File: config.mk
export PLATFORM = sky130hd
export DESIGN_NAME = data_strobe_gen_flat
export DESIGN_NICKNAME = d
export VERILOG_FILES = /design/src/rtl/dstrb_pkg.sv /design/src/rtl/data_strobe_gen_if.sv /design/src/rtl/strobe_half_cnt.sv /design/src/rtl/data_strobe_gen.sv /design/src/flat_wrapper.sv
export SDC_FILE = /design/constraint.sdc
export NUM_CORES = 1
export LEC_CHECK = 0
export BUFFER_PORTS_ARGS = -buffer_cell sky130_fd_sc_hd__buf_2
export CAP_MARGIN = 20
export CORE_MARGIN = 2
export CORE_UTILIZATION = 47
export CTS_BUF_LIST = sky130_fd_sc_hd__clkbuf_16
export DETAILED_ROUTE_END_ITERATION = 8
export PLACE_DENSITY = 0.66
export SYNTH_ARGS = -nofsm -noshare
export SYNTH_HDL_FRONTEND = slang
export SYNTH_SLANG_ARGS = --single-unit
export TNS_END_PERCENT = 50
File: constraint.sdc
create_clock -name clk -period 4.4 [get_ports clk]
set_input_delay 0.66 -clock clk [delete_from_list [all_inputs] [get_ports clk]]
set_output_delay 0.66 -clock clk [all_outputs]
set_load 0.005 [all_outputs]
File: src/rtl/dstrb_pkg.sv
// Shared types and default constants for the data-rate strobe generator.
// The optional data_stb output is controlled by the DATA_STB_EN macro in the top.
package dstrb_pkg;

  localparam int CNT_W       = 8;
  localparam int DIV_DEFAULT = 32;

  typedef enum logic [1:0] {
    IDLE = 2'd0,
    HIGH = 2'd1,
    LOW  = 2'd2
  } state_e;

endpackage

File: src/rtl/data_strobe_gen_if.sv
// Divider-load handshake between a controller (master) and data_strobe_gen (slave).
interface data_strobe_gen_if #(
  parameter int CNT_W = dstrb_pkg::CNT_W
);

  logic [CNT_W-1:0] div_half;
  logic             div_load;
  logic             div_ack;
  logic             div_err;

  modport master (output div_half, output div_load, input div_ack, input div_err);
  modport slave  (input div_half, input div_load, output div_ack, output div_err);

endinterface

File: src/rtl/strobe_half_cnt.sv
// Half-period counter: counts up to cmp and then holds there until it is cleared.
// tc flags the last cycle of the current half-period.
module strobe_half_cnt #(
  parameter int CNT_W = 8
) (
  input  logic             clk,
  input  logic             rst_n,
  input  logic             clr,
  input  logic [CNT_W-1:0] cmp,
  output logic             tc
);

  localparam logic [CNT_W-1:0] ONE = {{(CNT_W-1){1'b0}}, 1'b1};

  logic [CNT_W-1:0] cnt_q;
  logic [CNT_W-1:0] cnt_d;

  assign tc = (cnt_q == cmp);

  always_comb begin
    cnt_d = cnt_q;
    if (clr) begin
      cnt_d = '0;
    end else if (!tc) begin
      cnt_d = cnt_q + ONE;
    end
  end

  always_ff @(posedge clk or negedge rst_n) begin
    if (!rst_n) begin
      cnt_q <= '0;
    end else begin
      cnt_q <= cnt_d;
    end
  end

endmodule

File: src/rtl/data_strobe_gen.sv
// Programmable square-wave strobe generator with glitch-free run-time divider update.
// Define DATA_STB_EN to add the data_stb output (pulse on every clk_data rising edge).
module data_strobe_gen #(
  parameter int CNT_W       = dstrb_pkg::CNT_W,
  parameter int DIV_DEFAULT = dstrb_pkg::DIV_DEFAULT
) (
  input  logic               clk,
  input  logic               rst_n,
  input  logic               en,
  data_strobe_gen_if.slave   div_if,
  output logic               busy,
  output logic               clk_data
`ifdef DATA_STB_EN
  , output logic             data_stb
`endif
);

  import dstrb_pkg::*;

  localparam logic [CNT_W-1:0] ONE = {{(CNT_W-1){1'b0}}, 1'b1};

  state_e           state_q, state_d;
  logic [CNT_W-1:0] div_cur_q, div_cur_d;
  logic [CNT_W-1:0] div_pend_q, div_pend_d;
  logic             pend_q, pend_d;
  logic             ack_q, ack_d;
  logic             err_q, err_d;
  logic             clk_data_q, clk_data_d;
  logic             cnt_clr;
  logic             tc;
  logic             apply;

  strobe_half_cnt #(.CNT_W(CNT_W)) u_half_cnt (
    .clk   (clk),
    .rst_n (rst_n),
    .clr   (cnt_clr),
    .cmp   (div_cur_q - ONE),
    .tc    (tc)
  );

  // A stop request is only honoured at the end of LOW, so the last pulse is whole.
  always_comb begin
    state_d = state_q;
    cnt_clr = 1'b0;
    case (state_q)
      IDLE: begin
        cnt_clr = 1'b1;
        if (en) state_d = HIGH;
      end
      HIGH: begin
        if (tc) begin
          cnt_clr = 1'b1;
          state_d = LOW;
        end
      end
      LOW: begin
        if (tc) begin
          cnt_clr = 1'b1;
          state_d = en ? HIGH : IDLE;
        end
      end
      default: begin
        cnt_clr = 1'b1;
        state_d = IDLE;
      end
    endcase
    clk_data_d = (state_d == HIGH);
  end

  // Apply happens before the load so a coincident load stays pending for the next period.
  always_comb begin
    div_cur_d  = div_cur_q;
    div_pend_d = div_pend_q;
    pend_d     = pend_q;
    ack_d      = 1'b0;
    err_d      = err_q;
    apply      = pend_q && ((state_q == IDLE) || ((state_q == LOW) && (state_d == HIGH)));
    if (apply) begin
      div_cur_d = div_pend_q;
      pend_d    = 1'b0;
    end
    if (div_if.div_load) begin
      if (div_if.div_half != '0) begin
        div_pend_d = div_if.div_half;
        pend_d     = 1'b1;
        ack_d      = 1'b1;
        err_d      = 1'b0;
      end else begin
        err_d = 1'b1;
      end
    end
  end

  always_ff @(posedge clk or negedge rst_n) begin
    if (!rst_n) begin
      state_q    <= IDLE;
      div_cur_q  <= CNT_W'(DIV_DEFAULT);
      div_pend_q <= '0;
      pend_q     <= 1'b0;
      ack_q      <= 1'b0;
      err_q      <= 1'b0;
      clk_data_q <= 1'b0;
    end else begin
      state_q    <= state_d;
      div_cur_q  <= div_cur_d;
      div_pend_q <= div_pend_d;
      pend_q     <= pend_d;
      ack_q      <= ack_d;
      err_q      <= err_d;
      clk_data_q <= clk_data_d;
    end
  end

`ifdef DATA_STB_EN
  logic data_stb_q, data_stb_d;

  assign data_stb_d = (state_d == HIGH) && (state_q != HIGH);

  always_ff @(posedge clk or negedge rst_n) begin
    if (!rst_n) begin
      data_stb_q <= 1'b0;
    end else begin
      data_stb_q <= data_stb_d;
    end
  end

  assign data_stb = data_stb_q;
`endif

  assign busy           = (state_q != IDLE);
  assign clk_data       = clk_data_q;
  assign div_if.div_ack = ack_q;
  assign div_if.div_err = err_q;

endmodule

File: src/flat_wrapper.sv
// flat-port wrapper written by rule: the top's interface ports become plain ports
module data_strobe_gen_flat import dstrb_pkg::*;
#(
  parameter int CNT_W       = dstrb_pkg::CNT_W,
  parameter int DIV_DEFAULT = dstrb_pkg::DIV_DEFAULT
)
  (clk, rst_n, en, busy, clk_data, div_if_div_half, div_if_div_load, div_if_div_ack, div_if_div_err);
  data_strobe_gen_if #(.CNT_W(CNT_W)) div_if_i ();
  input  logic clk;
  input  logic rst_n;
  input  logic en;
  output logic busy;
  output logic clk_data;
  input wire logic [$bits(div_if_i.div_half)-1:0] div_if_div_half;
  input wire logic [$bits(div_if_i.div_load)-1:0] div_if_div_load;
  output wire logic [$bits(div_if_i.div_ack)-1:0] div_if_div_ack;
  output wire logic [$bits(div_if_i.div_err)-1:0] div_if_div_err;
  assign div_if_i.div_half = div_if_div_half;
  assign div_if_i.div_load = div_if_div_load;
  assign div_if_div_ack = div_if_i.div_ack;
  assign div_if_div_err = div_if_i.div_err;
  data_strobe_gen #(.CNT_W(CNT_W), .DIV_DEFAULT(DIV_DEFAULT)) u_core (.clk(clk), .rst_n(rst_n), .en(en), .div_if(div_if_i), .busy(busy), .clk_data(clk_data));
endmodule
-- Word-level counts from Yosys, hierarchy flattened
Index checks and enable logic that the tools add are counted.
W data, S select, Z words.
- bits in registers: 30
- logic and storage cells: 38
- $add $sub $neg: 2
- equality and inequality tests: 5
- mux-type cells: 15
- reduce and logical (&&, ||, !) cells: 8
- operator list (cell ; number):
    $mux W8 ; 2
    $mux W1 ; 9
    $add A8 B1 Y8 const B ; 1
    $eq A8 B8 Y1 ; 1
    $reduce_bool A8 Y1 ; 1
    $sub A8 B1 Y8 const B ; 1
    $mux W2 ; 3
    $pmux W2 S3 ; 1
    $eq A2 B1 Y1 const B ; 2
    $eq A2 B2 Y1 const B ; 1
    $logic_and A1 B1 Y1 ; 2
    $logic_not A2 Y1 ; 1
    $ne A2 B1 Y1 const B ; 1
    $reduce_and A2 Y1 ; 1
    $reduce_bool A2 Y1 ; 1
    $reduce_or A2 Y1 ; 1
    $logic_or A1 B1 Y1 ; 1

-- Logic depth before layout (Yosys ltp)
- word-level depth: 11
- gate-level depth with buffers: 9
- depth with buffers taken out: 9

-- By module
From an unflattened synthesis, not the netlist that was laid out.
- cell total of the unflattened synthesis: 203
- area, all modules: 1874.3 µm²
- by module, submodules not included (module ; instances ; cells an instance ; area an instance (µm²)):
    data_strobe_gen ; 1 ; 141 ; 1300.0
    strobe_half_cnt ; 1 ; 62 ; 574.3

-- Least setup slack after synthesis
Ideal clock, no wire load.
- kind: register to register
- from: reg u_core.div_cur_q[0]
- to: reg u_core.div_cur_q[0]
- setup time: 0.125 ns
- arrival: 3.054 ns
- required time: 4.275 ns
- setup slack: 1.221 ns
- stages on the path, launching flop included: 10
- buffers on the path: 0
- period minus slack after synthesis: 3.179 ns
- cell sequence: dfrtp_1 > inv_1 > ha_1 > or3b_1 > or3_1 > a211o_2 > o41ai_1 > a21oi_1 > o41ai_4 > mux2_2
- longest elaborated chain between the ends: 8
- ends and longest elaborated chain (item ; RTL line ; source):
    start, declared ; data_strobe_gen.sv:23 ; logic [CNT_W-1:0] div_cur_q, div_cur_d;
    start signal, assigned ; data_strobe_gen.sv:97 ; div_cur_q <= CNT_W'(DIV_DEFAULT);
    start signal, assigned ; data_strobe_gen.sv:105 ; div_cur_q <= div_cur_d;
    $sub A8 B1 Y8 (*) ; data_strobe_gen.sv:37 ; .cmp (div_cur_q - ONE),
    $eq A8 B8 Y1 (*) ; strobe_half_cnt.sv:18 ; assign tc = (cnt_q == cmp);
    $mux W2 (on tied branches) ; data_strobe_gen.sv:57, data_strobe_gen.sv:51 ;
    $pmux W2 S3 (*) ; data_strobe_gen.sv:45 ; case (state_q)
    $eq A2 B1 Y1 (*) ; data_strobe_gen.sv:77 ; apply = pend_q && ((state_q == IDLE) || ((state_q == LOW) && (state_d == HIGH)));
    $logic_and A1 B1 Y1 (*) ; data_strobe_gen.sv:77 ;
    $logic_or A1 B1 Y1 (*) ; data_strobe_gen.sv:77 ;
    $logic_and A1 B1 Y1 (*) ; data_strobe_gen.sv:77 ;
Mark *: on every way between the ends. The rest lies on a longest branch, timed or not.
A chain may end at the register's enable or synchronous reset.

-- Worst setup path in the final report
- from: reg u_core.div_cur_q[0]
- to: reg u_core.div_cur_q[2]
Same word-level chain as after synthesis.

==> impl_metrics.tcl <==
set metrics [dict create \
    status "complete, no violations" \
    period_minus_slack_ps 3382 \
    crit_path_start "u_core.div_cur_q[0]" \
    start_kind "flip-flop" \
    cap_violations 0 \
    path_class "reg2reg" \
    clock-sinks 30 \
    sw_frac_of_total_pct 21.44 \
    cts_inserted_buffers 5 \
    postSynth.asyncResetShare_pct 100.0 \
    cts_resized 0 \
    fin_crit_sh_pct 76.86 \
    finClkSkew_ps 7.521 \
    rows 21 \
    fin_ws_ps 1018 \
    dieArea_mm2 0.003973 \
    cp_max_fo 8 \
    rsz0062_at_grt "false" \
    arrival_ps 3540 \
    timing.fmax_mhz 295.7 \
    endpoint "u_core.div_cur_q[2]" \
    dr.pass1.iters 4 \
    drv_slew 0 \
    worstSetupEndpointType "flip-flop" \
    peakVddDrop_mv 0.2675 \
    hpwl_um 2135 \
    seqPwrFrac_pct 45.4 \
    insertion_delay_ps 280 \
    p_int_w 0.0004988 \
    grt_pass1_wl_um 5257 \
    drt_iter0_markers 35 \
    avgSynthCellArea_um2 9.926 \
    drc 0 \
    r2r_start "u_core.div_cur_q[0]" \
    r2r_setup_slack_ps 1020 \
    power_density_mw_per_mm2 334.3 \
    wl_um 2907 \
    port-buffer-count 15 \
    leakage_nw 0.8839 \
    yosysSeqAreaShare_pct 45.91 \
    drive_gt1_share_pct 21.20 \
    syn_to_final_growth_pct 15.97 \
    core_area_mm2 0.003337 \
    pwr-share-comb_pct 3.6 \
    synth_nets 183 \
    cts-htree-levels 2 \
    ios 16 \
    gp_congestion 0.8332 \
    vias 1220 \
    die_y_um 63.03 \
    nFillCells 313 \
    viasPerCell 5.304 \
    tightest_slew_ps 672.4 \
    grt_pass1_vias 1167 \
    p_clk_share_pct 51.1 \
    cts_tree "done" \
    netlist.area_leader.share_pct 44.31 \
    switching_power_w 0.0001362 \
    relSlewSlack_pct 54.87 \
    synth_cell_types 38 \
    worstReg2RegEnd "u_core.div_cur_q[2]" \
    dieWidth_um 63.03 \
    cts_root_buffer "clkbuf_16" \
    yosysMostFrequentCell "nand2_1" \
    yosys_register_bits 30 \
    fin_nets 201 \
    grt_usage_pct 17.06 \
    setup_viol 0 \
    dp_slack_ps 997.7 \
    antenna_found_initial 0 \
    final_antenna_net_count 0 \
    netlist_area_mm2 0.001638 \
    clk_pin_slew_worst_paths_ps 50 \
    synth-main-ff-cell "dfrtp_1" \
    cts_setup_buffers 0 \
    synth.largest_area_cell "dfrtp_1" \
    crit_required_ps 4560 \
    holdBufCountCts 0 \
    hold_viol 0 \
    setup_tns_ps 0 \
    cts_buffer_depth 2 \
    syn-instance-count 165 \
    r2r_cells 9 \
    synth_edf_count 0 \
    yosys_warnings 0 \
    start_util_pct 49.08 \
    diodes 0 \
    holdCritPathClass "in2async" \
    ys_top_cells_by_area "dfrtp_1, nand2_1, mux2_2" \
    overflow 0 \
    wl_per_cell_um 12.64 \
    grt_max_degree 31 \
    synth_common_cells "nand2_1, dfrtp_1, nor2_1" \
]
==> worst min path at each step <==
stage,from,endpoint,slack [ps],cells after the start
2_1_floorplan,rst_n,u_core.clk_data,360,0
3_3_place_gp,u_core.div_pend_q[4],u_core.div_pend_q[4],460,2
3_5_place_dp,u_core.div_pend_q[6],u_core.div_pend_q[6],460,2
4_1_cts,rst_n,u_core.state_q[1],430,1
5_1_grt,rst_n,u_core.state_q[1],460,1
6_report,rst_n,u_core.state_q[1],400,1
==> layout make-up <==
class | instances | area [um2] | area share [%]
tap | 46 | 57.56 | 3.030
sequential | 30 | 752.0 | 39.59
clock inverter | 3 | 18.77 | 0.9881
clock buffer | 5 | 125.1 | 6.588
multi-input combinational | 123 | 840.8 | 44.27
inverter | 8 | 30.03 | 1.581
timing repair buffer | 15 | 75.07 | 3.953
==> per-layer routing <==
| layer | vias up | share of wire, % | GRT usage, % |
|---|---|---|---|
| met4 | 0 | 2.2 | 9.167 |
| met3 | 7 | 3.8 | 3.964 |
| li1 | 601 | - | - |
| met1 | 584 | 47 | 22.03 |
| met2 | 28 | 47 | 26.46 |
| met5 | - | 0 | 0 |
==> power by group through the flow <==
stage | registers [W] | logic (W) | clock network, W
2_1_floorplan | 0.000291 | 0.00000944 | 0
6_report | 0.000288 | 0.0000228 | 0.000324
3_3_place_gp | 0.000292 | 0.0000223 | 0
4_1_cts | 0.000288 | 0.0000237 | 0.000331
3_5_place_dp | 0.000293 | 0.0000233 | 0
5_1_grt | 0.000289 | 0.0000268 | 0.000347
==> state kept, by name, summed over array words and instances (netlist names) <==
register	flops
u_core.pend_q	1
u_core.div_if.div_ack	1
u_core.div_if.div_err	1
u_core.clk_data	1
u_core.div_pend_q	8
u_core.state_q	2
u_core.div_cur_q	8
u_core.u_half_cnt.cnt_q	8
==> per-stage QoR <==
stage	utilization [%]	cells	hold WS, ps	total power [W]	instance area (um2)
2_1_floorplan	-	165	364.4	0.0003009	1638
3_3_place_gp	52.61	222	464.0	0.0003146	1755
3_5_place_dp	52.61	222	463.0	0.0003158	1755
4_1_cts	56.92	230	432.5	0.0006422	1899
5_1_grt	56.92	230	461.0	0.0006630	1899
6_report	56.92	230	404.8	0.0006350	1899
==> worst max-delay path, stage by stage, from the launching register on <==
cell and delay [ps]:
dfrtp_1 420, inv_1 70, ha_1 170, or3b_1 380, or3_1 410, a211o_2 370
o41ai_1 240, a21oi_1 190, o41ai_4 620, mux2_2 400
==> cells in the final DEF, fill, tap and decap left out, types with 2 or more instances in the layout <==
cell and n:
nand2_1 30, nand2b_1 3, ha_1 6, inv_1 9
buf_2 15, mux2i_1 2, mux2_2 8, xor2_1 9
or4_1 4, clkinvlp_4 2, a21oi_1 3, nor4_1 2
o21a_1 2, nor2_1 18, nand3_1 4, nor3_1 2
o21ai_0 4, dfrtp_1 29, xnor2_1 6, clkbuf_16 5
or2_2 2
==> cell families after synthesis <==
kind of cell	Yosys count	share of synthesized area, %
AND/OR/NAND/NOR	74	22.77
flip-flops	30	45.91
AO/OA/AOI/OAI	18	9.243
XOR/XNOR	15	8.022
buffers and inverters	12	2.750
multiplexers	10	6.723
adder cells (fa/ha/maj)	6	4.584
No activity file was read; power rests on OpenSTA's default activity.
